File: src/rtl/vg_beam_pkg.sv
// Shared types and widths for the vector-generator beam integrator.
package vg_beam_pkg;

    localparam int VG_COORD_W = 13;
    localparam int VG_SCALE_W = 8;
    localparam int VG_Z_W     = 3;

    typedef enum logic [2:0] {
        ST_IDLE,
        ST_SCALE,
        ST_SETUP,
        ST_DRAW,
        ST_DONE
    } vg_state_e;

endpackage

File: src/rtl/vg_lin_scale.sv
// Linear scaler: s = (d * (256 - linscale)) >>> 8, floor rounding, wrapped to W bits.
module vg_lin_scale
    import vg_beam_pkg::*;
#(
    parameter int W = VG_COORD_W
) (
    input  logic [W-1:0]          d,
    input  logic [VG_SCALE_W-1:0] linscale,
    output logic [W-1:0]          s
);

    localparam int PW = W + VG_SCALE_W + 2;

    logic [VG_SCALE_W:0]  mult;
    logic signed [PW-1:0] d_ext;
    logic signed [PW-1:0] m_ext;
    logic signed [PW-1:0] prod;

    // Multiplier is 256 - linscale, so linscale = 0 means unity gain.
    always_comb begin
        mult  = {1'b1, {VG_SCALE_W{1'b0}}} - {1'b0, linscale};
        d_ext = {{(PW-W){d[W-1]}}, d};
        m_ext = {{(PW-VG_SCALE_W-1){1'b0}}, mult};
        prod  = d_ext * m_ext;
        s     = W'(prod >>> VG_SCALE_W);
    end

endmodule

File: src/rtl/vg_beam_integrator.sv
// Beam integrator: scales a delta command, walks the beam with a Bresenham
// stepper and emits each lit position on a valid/ready point stream.
module vg_beam_integrator
    import vg_beam_pkg::*;
#(
    parameter int COORD_W = VG_COORD_W,
    parameter int Z_W     = VG_Z_W
) (
    input  logic                  clk_12MHz,
    input  logic                  reset,
    input  logic                  center,
    input  logic                  vec_start,
    input  logic [COORD_W-1:0]    dvx,
    input  logic [COORD_W-1:0]    dvy,
    input  logic [VG_SCALE_W-1:0] linscale,
    input  logic [Z_W-1:0]        z,
    output logic                  vec_busy,
    output logic                  vec_done,
    output logic                  pt_valid,
    input  logic                  pt_ready,
    output logic [COORD_W-1:0]    pt_x,
    output logic [COORD_W-1:0]    pt_y,
    output logic [Z_W-1:0]        pt_z
);

    localparam int EW = COORD_W + 1;

    vg_state_e               state_q, state_d;
    logic [COORD_W-1:0]      bx_q, bx_d, by_q, by_d;
    logic [COORD_W-1:0]      dvx_q, dvx_d, dvy_q, dvy_d;
    logic [VG_SCALE_W-1:0]   ls_q, ls_d;
    logic [Z_W-1:0]          z_q, z_d;
    logic [COORD_W-1:0]      sdx_q, sdx_d, sdy_q, sdy_d;
    logic signed [EW-1:0]    err_q, err_d;
    logic [COORD_W-1:0]      cnt_q, cnt_d;
    logic                    pend_q, pend_d;
    logic                    vec_busy_q, vec_busy_d;
    logic                    vec_done_q, vec_done_d;
    logic                    pt_valid_q, pt_valid_d;
    logic [COORD_W-1:0]      pt_x_q, pt_x_d, pt_y_q, pt_y_d;
    logic [Z_W-1:0]          pt_z_q, pt_z_d;

    logic [1:0][COORD_W-1:0] raw_vec;
    logic [1:0][COORD_W-1:0] scl_vec;

    assign raw_vec[0] = dvx_q;
    assign raw_vec[1] = dvy_q;

    for (genvar gi = 0; gi < 2; gi++) begin : g_scale
        vg_lin_scale #(.W(COORD_W)) u_scale (
            .d        (raw_vec[gi]),
            .linscale (ls_q),
            .s        (scl_vec[gi])
        );
    end

    logic [COORD_W-1:0]   ax, ay, n_len, minor_abs, inc_x, inc_y, step_x, step_y;
    logic                 major_x, minor_step, x_moves, y_moves;
    logic signed [EW-1:0] err_in, err_dec, err_step;

    // One Bresenham step from the current beam position; the initial error
    // term n/2 is injected while in SETUP so the first point is ready at DRAW entry.
    always_comb begin
        ax         = sdx_q[COORD_W-1] ? (~sdx_q + COORD_W'(1)) : sdx_q;
        ay         = sdy_q[COORD_W-1] ? (~sdy_q + COORD_W'(1)) : sdy_q;
        major_x    = (ax >= ay);
        n_len      = major_x ? ax : ay;
        minor_abs  = major_x ? ay : ax;
        inc_x      = sdx_q[COORD_W-1] ? {COORD_W{1'b1}} : COORD_W'(1);
        inc_y      = sdy_q[COORD_W-1] ? {COORD_W{1'b1}} : COORD_W'(1);
        err_in     = (state_q == ST_SETUP) ? $signed({1'b0, n_len >> 1}) : err_q;
        err_dec    = err_in - $signed({1'b0, minor_abs});
        minor_step = err_dec[EW-1];
        err_step   = minor_step ? (err_dec + $signed({1'b0, n_len})) : err_dec;
        x_moves    = major_x | minor_step;
        y_moves    = ~major_x | minor_step;
        step_x     = x_moves ? (bx_q + inc_x) : bx_q;
        step_y     = y_moves ? (by_q + inc_y) : by_q;
    end

    // Next-state logic for the command FSM, beam position and point stream.
    always_comb begin
        state_d    = state_q;
        bx_d       = bx_q;
        by_d       = by_q;
        dvx_d      = dvx_q;
        dvy_d      = dvy_q;
        ls_d       = ls_q;
        z_d        = z_q;
        sdx_d      = sdx_q;
        sdy_d      = sdy_q;
        err_d      = err_q;
        cnt_d      = cnt_q;
        pend_d     = pend_q;
        vec_done_d = 1'b0;
        pt_valid_d = pt_valid_q;
        pt_x_d     = pt_x_q;
        pt_y_d     = pt_y_q;
        pt_z_d     = pt_z_q;

        if (center && state_q != ST_IDLE) begin
            pend_d = 1'b1;
        end

        case (state_q)
            ST_IDLE: begin
                // Center takes effect before a simultaneous start samples the beam.
                if (center) begin
                    bx_d = '0;
                    by_d = '0;
                end
                if (vec_start) begin
                    dvx_d   = dvx;
                    dvy_d   = dvy;
                    ls_d    = linscale;
                    z_d     = z;
                    state_d = ST_SCALE;
                end
            end
            ST_SCALE: begin
                sdx_d   = scl_vec[0];
                sdy_d   = scl_vec[1];
                state_d = ST_SETUP;
            end
            ST_SETUP: begin
                if (z_q == '0 || n_len == '0) begin
                    bx_d       = bx_q + sdx_q;
                    by_d       = by_q + sdy_q;
                    vec_done_d = 1'b1;
                    state_d    = ST_DONE;
                end else begin
                    bx_d       = step_x;
                    by_d       = step_y;
                    err_d      = err_step;
                    cnt_d      = n_len - COORD_W'(1);
                    pt_valid_d = 1'b1;
                    pt_x_d     = step_x;
                    pt_y_d     = step_y;
                    pt_z_d     = z_q;
                    state_d    = ST_DRAW;
                end
            end
            ST_DRAW: begin
                if (pt_valid_q && pt_ready) begin
                    if (cnt_q == '0) begin
                        pt_valid_d = 1'b0;
                        vec_done_d = 1'b1;
                        state_d    = ST_DONE;
                    end else begin
                        bx_d   = step_x;
                        by_d   = step_y;
                        err_d  = err_step;
                        cnt_d  = cnt_q - COORD_W'(1);
                        pt_x_d = step_x;
                        pt_y_d = step_y;
                    end
                end
            end
            ST_DONE: begin
                state_d = ST_IDLE;
                if (pend_q || center) begin
                    bx_d = '0;
                    by_d = '0;
                end
                pend_d = 1'b0;
            end
            default: begin
                state_d = ST_IDLE;
            end
        endcase

        vec_busy_d = (state_d != ST_IDLE);
    end

    // State and registered outputs, with synchronous reset.
    always_ff @(posedge clk_12MHz) begin
        if (reset) begin
            state_q    <= ST_IDLE;
            bx_q       <= '0;
            by_q       <= '0;
            dvx_q      <= '0;
            dvy_q      <= '0;
            ls_q       <= '0;
            z_q        <= '0;
            sdx_q      <= '0;
            sdy_q      <= '0;
            err_q      <= '0;
            cnt_q      <= '0;
            pend_q     <= 1'b0;
            vec_busy_q <= 1'b0;
            vec_done_q <= 1'b0;
            pt_valid_q <= 1'b0;
            pt_x_q     <= '0;
            pt_y_q     <= '0;
            pt_z_q     <= '0;
        end else begin
            state_q    <= state_d;
            bx_q       <= bx_d;
            by_q       <= by_d;
            dvx_q      <= dvx_d;
            dvy_q      <= dvy_d;
            ls_q       <= ls_d;
            z_q        <= z_d;
            sdx_q      <= sdx_d;
            sdy_q      <= sdy_d;
            err_q      <= err_d;
            cnt_q      <= cnt_d;
            pend_q     <= pend_d;
            vec_busy_q <= vec_busy_d;
            vec_done_q <= vec_done_d;
            pt_valid_q <= pt_valid_d;
            pt_x_q     <= pt_x_d;
            pt_y_q     <= pt_y_d;
            pt_z_q     <= pt_z_d;
        end
    end

    assign vec_busy = vec_busy_q;
    assign vec_done = vec_done_q;
    assign pt_valid = pt_valid_q;
    assign pt_x     = pt_x_q;
    assign pt_y     = pt_y_q;
    assign pt_z     = pt_z_q;

endmodule

File: config.mk
export PLATFORM = sky130hd
export DESIGN_NAME = vg_beam_integrator
export DESIGN_NICKNAME = d
export VERILOG_FILES = /design/src/rtl/vg_beam_pkg.sv /design/src/rtl/vg_lin_scale.sv /design/src/rtl/vg_beam_integrator.sv
export SDC_FILE = /design/constraint.sdc
export NUM_CORES = 1
export LEC_CHECK = 0
export ABC_AREA = 1
export ABC_CLOCK_PERIOD_IN_PS = 6000
export CORE_MARGIN = 2
export CORE_UTILIZATION = 58
export DETAILED_ROUTE_END_ITERATION = 10
export PLACE_DENSITY = 0.88
export SYNTH_ARGS = -nofsm -noshare
export SYNTH_HDL_FRONTEND = slang
export SYNTH_SLANG_ARGS = --single-unit
File: constraint.sdc
create_clock -name clk_12MHz -period 6 [get_ports clk_12MHz]
set_input_delay 0.6 -clock clk_12MHz [delete_from_list [all_inputs] [get_ports clk_12MHz]]
set_output_delay 0.6 -clock clk_12MHz [all_outputs]
set_load 0.005 [all_outputs]
==> impl_metrics.json, run 1 <==
{
  "status": "finished with violations",
  "failed_checks": "design-rule violations, negative setup slack",
  "drive_gt1_share_pct": 12.9,
  "max_clock_freq_mhz": 165,
  "gp_congestion": 0.960,
  "layout_common_cells": "472 x nand2_1, 457 x inv_1, 307 x nor2_1",
  "diodes": 0,
  "maxCapViolCount": 0,
  "initial_utilization_pct": 59.1,
  "slowest_delay_ps": 400,
  "dr.pass1.iters": 11,
  "numCtsBuffers": 17,
  "num-fill-cells": 2315,
  "cts-htree-levels": 4,
  "final_nets": 3177,
  "yosys_register_bits": 152,
  "die_w_um": 184,
  "hold_depth": 2,
  "vias_per_cell": 5.75,
  "syn-cell-area_um2": 18700,
  "path_clk_slew_ps": 70,
  "worstSkewPairLatency_ps": 470,
  "final_antenna_net_count": 0,
  "port-buffer-count": 73,
  "r2r_end": "err_q[12]",
  "finalCriticalPeriod_ps": 6050,
  "hold_path_end": "pt_x[11]",
  "die_area_um2": 33700,
  "overflow": 0,
  "routed_wl_mm": 54.8,
  "cpMostUsedCell": "nand2_1",
  "setup-violations-final": 4,
  "cp.required_ps": 6310,
  "synth_edf_count": 0,
  "worstMarginPinSlew_ps": 1050,
  "grt_first_pass_wirelength_mm": 83.3,
  "cts_buffer_depth": 2,
  "slew_headroom_pct": 30.0,
  "grt_use_total_pct": 30.6,
  "critPathArrivalTime_ps": 6360,
  "cts_tree": "yes",
  "cp-start-kind": "flop",
  "core_um2": 31600,
  "async_flop_share_pct": 0,
  "timing.final.ws_setup_ps": -48.1,
  "antenna_found_initial": 0,
  "critPathKind": "flop to flop",
  "areaGrowthSynthToFinish_pct": 17.5,
  "reg2reg_from": "sdy_q[2]",
  "syn_nets": 3029,
  "rows": 65,
  "drv_slew": 0,
  "ios": 74,
  "drt_iter0_markers": 2104,
  "synth_cells": 2620,
  "fin_area_um2": 22000,
  "vias": 18300,
  "worstPathMaxFanout": 6,
  "endpoint_kind": "flop",
  "ys_seq_area_share_pct": 16.3,
  "yosysWarnings": 0,
  "hold_class": "flop to flop",
  "synth.avg_cell_area_um2": 7.14,
  "grt_max_degree": 74,
  "die_h_um": 184,
  "ys_types": 52,
  "drcViolationCount": 1,
  "r2r_setup_slack_ps": -50,
  "root_buffer": "clkbuf_16",
  "layout_commonest_cell": "nand2_1",
  "rsz0062_at_grt": "true",
  "grt_pass1_vias": 17900,
  "clock_skew_ps": 15.0,
  "wl_per_cell_um": 17.2,
  "dp_hpwl_mm": 38.8,
  "r2r_cells": 42,
  "hold_viol": 0,
  "period_share_pct": 101,
  "cpMaxStageDelayCell": "dfxtp_2",
  "min-delay-start": "pt_x[11]",
  "synthFlopType": "dfxtp_1",
  "cts_num_sinks": 152,
  "postPlaceCellArea_um2": 20300
}
-- worst max-delay path by stage --
stage / slack (ps) / depth (start not counted) / endpoint / from
6_report: -50 / 42 / err_q[12] / sdy_q[2]
4_1_cts: 5 / 47 / err_q[9] / sdy_q[1]
3_3_place_gp: 130 / 29 / sdy_q[12] / ls_q[0]
2_1_floorplan: -70 / 44 / err_q[12] / sdy_q[12]
3_5_place_dp: -80 / 30 / sdy_q[12] / ls_q[0]
5_1_grt: -440 / 48 / err_q[9] / sdx_q[1]
-- worst max-delay path: cells and delay by family (launching register included) --
kind	cells	cell delay (ps)
compound gates	13	1730
xor+xnor	3	630
fa+ha+maj	4	1140
buf+inv	3	320
flops	1	400
simple gates	19	1680
-- sequential cells by signal (all words and copies together) (netlist names) --
| signal | cells |
|---|---|
| bx_q | 13 |
| by_q | 13 |
| cnt_q | 13 |
| dvx_q | 13 |
| dvy_q | 13 |
| err_q | 14 |
| ls_q | 8 |
| pend_q | 1 |
| pt_valid | 1 |
| pt_x | 13 |
| pt_y | 13 |
| pt_z | 3 |
| sdx_q | 13 |
| sdy_q | 13 |
| state_q | 3 |
| vec_busy | 1 |
| vec_done | 1 |
| z_q | 3 |
-- synth_stat cells (all sizes together), types with 9 or more instances --
cell | instances | area [um^2]
nand2 | 498 | 1930
dfxtp | 152 | 3040
fa | 192 | 3840
or2 | 21 | 131
o211ai | 13 | 97.6
xor2 | 68 | 596
o21ai | 202 | 1020
buf | 19 | 130
ha | 175 | 2190
nor3 | 20 | 100
clkbuf | 67 | 251
nand3 | 64 | 338
inv | 475 | 1780
o21bai | 16 | 120
a21o | 9 | 67.6
xnor2 | 37 | 324
a21oi | 206 | 1060
nor2 | 320 | 1210
nand4 | 21 | 131
-- cell type report --
type,instances,area (um^2),area share [%]
multi-input combinational,1907,14200,64.5
timing repair buffer,214,1860,8.47
clock inverter,14,134,0.609
tap,402,503,2.29
sequential,152,3060,13.9
inverter,476,1790,8.16
clock buffer,18,439,2.00
-- metrics by stage --
stage | std cells | setup slack [ps] | setup TNS, ps | hold WS [ps] | util [%]
final | 3183 | -48.1 | -100 | 473 | 69.4
after global routing | 3183 | -443 | -2510 | 495 | 69.4
after CTS | 3150 | 5.39 | 0 | 474 | 66.6
after detailed placement | 3106 | -79.0 | -203 | 461 | 64.3
after global placement | 3106 | 128 | 0 | 459 | 64.3
after floorplan | 2620 | -66.1 | -66.1 | 448 | -
-- routing by layer --
layer | part of all wire, % | wire length, um | global-route usage (%) | vias up
met5 | 0 | 0 | 0 | -
met4 | 5.4 | 2960 | 13.4 | 0
met3 | 9.0 | 4940 | 6.56 | 260
met2 | 48 | 26200 | 53.3 | 952
met1 | 38 | 20600 | 36.4 | 8606
li1 | - | - | - | 8493
-- repair_timing --
item | in CTS | in global routing
endpoints found under the setup margin | 6 | 62
cloned | 0 | 1
pin swaps | 4 | 59
buffers inserted | 12 | 33
hold buffers | 0 | 0
resized for setup | 13 | 164
-- cells by family (layout without fill, tap and decap cells) --
kind of cell,count (synthesis),count (layout),share of synthesized area (%)
flip-flops,152,152,16.3
multiplexers,3,3,0.181
adder cells (fa/ha/maj),367,367,32.3
buffers and inverters,562,722,11.6
XOR/XNOR,105,105,4.92
AO/OA/AOI/OAI,470,470,13.6
AND/OR/NAND/NOR,961,962,21.1
Power of run 1 is not shown: default switching activity piles up to over one toggle a cycle in this logic, so the estimate is an artifact.
==> run 2, diff against run 1 <==
--- a/config.mk
+++ b/config.mk
@@ -9,8 +9,10 @@
 export ABC_CLOCK_PERIOD_IN_PS = 6000
 export CORE_MARGIN = 2
 export CORE_UTILIZATION = 58
+export CTS_CLUSTER_DIAMETER = 200
 export DETAILED_ROUTE_END_ITERATION = 10
 export PLACE_DENSITY = 0.88
 export SYNTH_ARGS = -nofsm -noshare
 export SYNTH_HDL_FRONTEND = slang
 export SYNTH_SLANG_ARGS = --single-unit
+export TNS_END_PERCENT = 50
==> impl_metrics.json, run 2 (synthesized netlist as in run 1, its figures left out) <==
{
  "drv_slew": 0,
  "drt_iter0_markers": 1608,
  "cts_num_sinks": 152,
  "dp_hpwl_mm": 38.8,
  "grt_max_degree": 74,
  "endpoint_kind": "flop",
  "cpMostUsedCell": "inv_1",
  "port-buffer-count": 73,
  "die_h_um": 184,
  "layout_common_cells": "473 x nand2_1, 457 x inv_1, 307 x nor2_1",
  "largest_reg_flops": 14,
  "period_share_pct": 97.9,
  "areaGrowthSynthToFinish_pct": 17.1,
  "final_nets": 3167,
  "worstPathMaxFanout": 13,
  "numCtsBuffers": 17,
  "root_buffer": "clkbuf_16",
  "hold_path_end": "pt_x[11]",
  "grt_use_total_pct": 30.5,
  "timing.final.ws_setup_ps": 129,
  "cts_tree": "yes",
  "cp.required_ps": 6360,
  "fin_setup_tns_ps": 0,
  "layout_commonest_cell": "nand2_1",
  "die_area_um2": 33700,
  "initial_utilization_pct": 59.1,
  "cts_buffer_depth": 2,
  "hold_class": "flop to flop",
  "cp-start-kind": "flop",
  "regMostFlops": "err_q",
  "clock_skew_ps": 14.4,
  "r2r_setup_slack_ps": 130,
  "routed_wl_mm": 53.1,
  "vias": 18100,
  "min-delay-start": "pt_x[11]",
  "status": "completed",
  "grt_first_pass_wirelength_mm": 83.0,
  "vias_per_cell": 5.72,
  "r2r_cells": 30,
  "dp_slack_ps": -79.0,
  "worstMarginPinSlew_ps": 1020,
  "rows": 65,
  "slowest_delay_ps": 580,
  "setup-violations-final": 0,
  "cts-htree-levels": 4,
  "maxCapViolCount": 0,
  "drcViolationCount": 0,
  "r2r_end": "sdy_q[8]",
  "hold_ws_ps": 472,
  "die_w_um": 184,
  "slew_headroom_pct": 32.0,
  "critPathArrivalTime_ps": 6230,
  "grt_pass1_vias": 17900,
  "antenna_found_initial": 1,
  "cpMaxStageDelayCell": "fa_2",
  "overflow": 0,
  "hold_depth": 2,
  "worstSkewPairLatency_ps": 470,
  "dr.pass1.iters": 6,
  "drive_gt1_share_pct": 12.5,
  "gp_congestion": 0.960,
  "critPathKind": "flop to flop",
  "core_um2": 31600,
  "reg2reg_from": "ls_q[0]",
  "finalCriticalPeriod_ps": 5870,
  "hold_viol": 0,
  "final_antenna_net_count": 0,
  "wl_per_cell_um": 16.7,
  "ios": 74,
  "path_clk_slew_ps": 70,
  "rsz0062_at_grt": "true",
  "max_clock_freq_mhz": 170
}
==> run 2: changes by cell type in the layout (fill, tap and decap cells not counted), sizes merged <==
cell / previous run / this run
buf: 142 / 132
diode: 0 / 1
==> run 2: worst max path at each step <==
| stage | startpoint | to | slack, ps | cells after the start |
|---|---|---|---|---|
| after floorplan | sdy_q[12] | err_q[12] | -70 | 44 |
| after global placement | ls_q[0] | sdy_q[12] | 130 | 29 |
| after detailed placement | ls_q[0] | sdy_q[12] | -80 | 30 |
| after CTS | sdy_q[1] | err_q[9] | -20 | 43 |
| after global routing | sdy_q[0] | err_q[9] | -330 | 43 |
| final | ls_q[0] | sdy_q[8] | 130 | 30 |
==> run 2: worst max-delay path, delay by kind of cell, from the launching register on <==
kind                     cells  cell delay, ps
AO/OA/AOI/OAI                7             860
adder cells (fa/ha/maj)      7            2950
buffers and inverters        7             610
flip-flops                   1             340
AND/OR/NAND/NOR              9            1010
==> run 2: layout make-up <==
cell class	instances	area (um^2)
diodes	1	2.50
repair buffers	204	1790
flip-flops and latches	152	3060
multi-input cells	1907	14200
fillers	2337	9740
clock inverters	14	134
well taps	402	503
clock buffers	18	439
inverters	476	1790
==> run 2: layer usage <==
layer	global-route usage (%)	vias to the layer above	routed length, um
met1	36.3	8520	20200
met4	13.5	0	2580
li1	-	8476	-
met2	53.1	923	25700
met3	6.60	221	4690
met5	0	-	0
==> run 2: repair_timing <==
item | 4_1_cts | 5_1_grt
hold buffers | 0 | 0
setup endpoints to repair | 6 | 62
buffers inserted | 6 | 29
pin swaps | 3 | 58
cloned | 0 | 1
resized for setup | 11 | 166
==> run 2: stage by stage <==
stage                     utilization (%)  instance area [um^2]  instances
after CTS                            66.4                 21000       3144
after floorplan                         -                 18700       2620
after global placement               64.3                 20300       3106
after detailed placement             64.3                 20300       3106
final                                69.2                 21900       3174
after global routing                 69.2                 21900       3173
Power of run 2 is left out for the same reason.
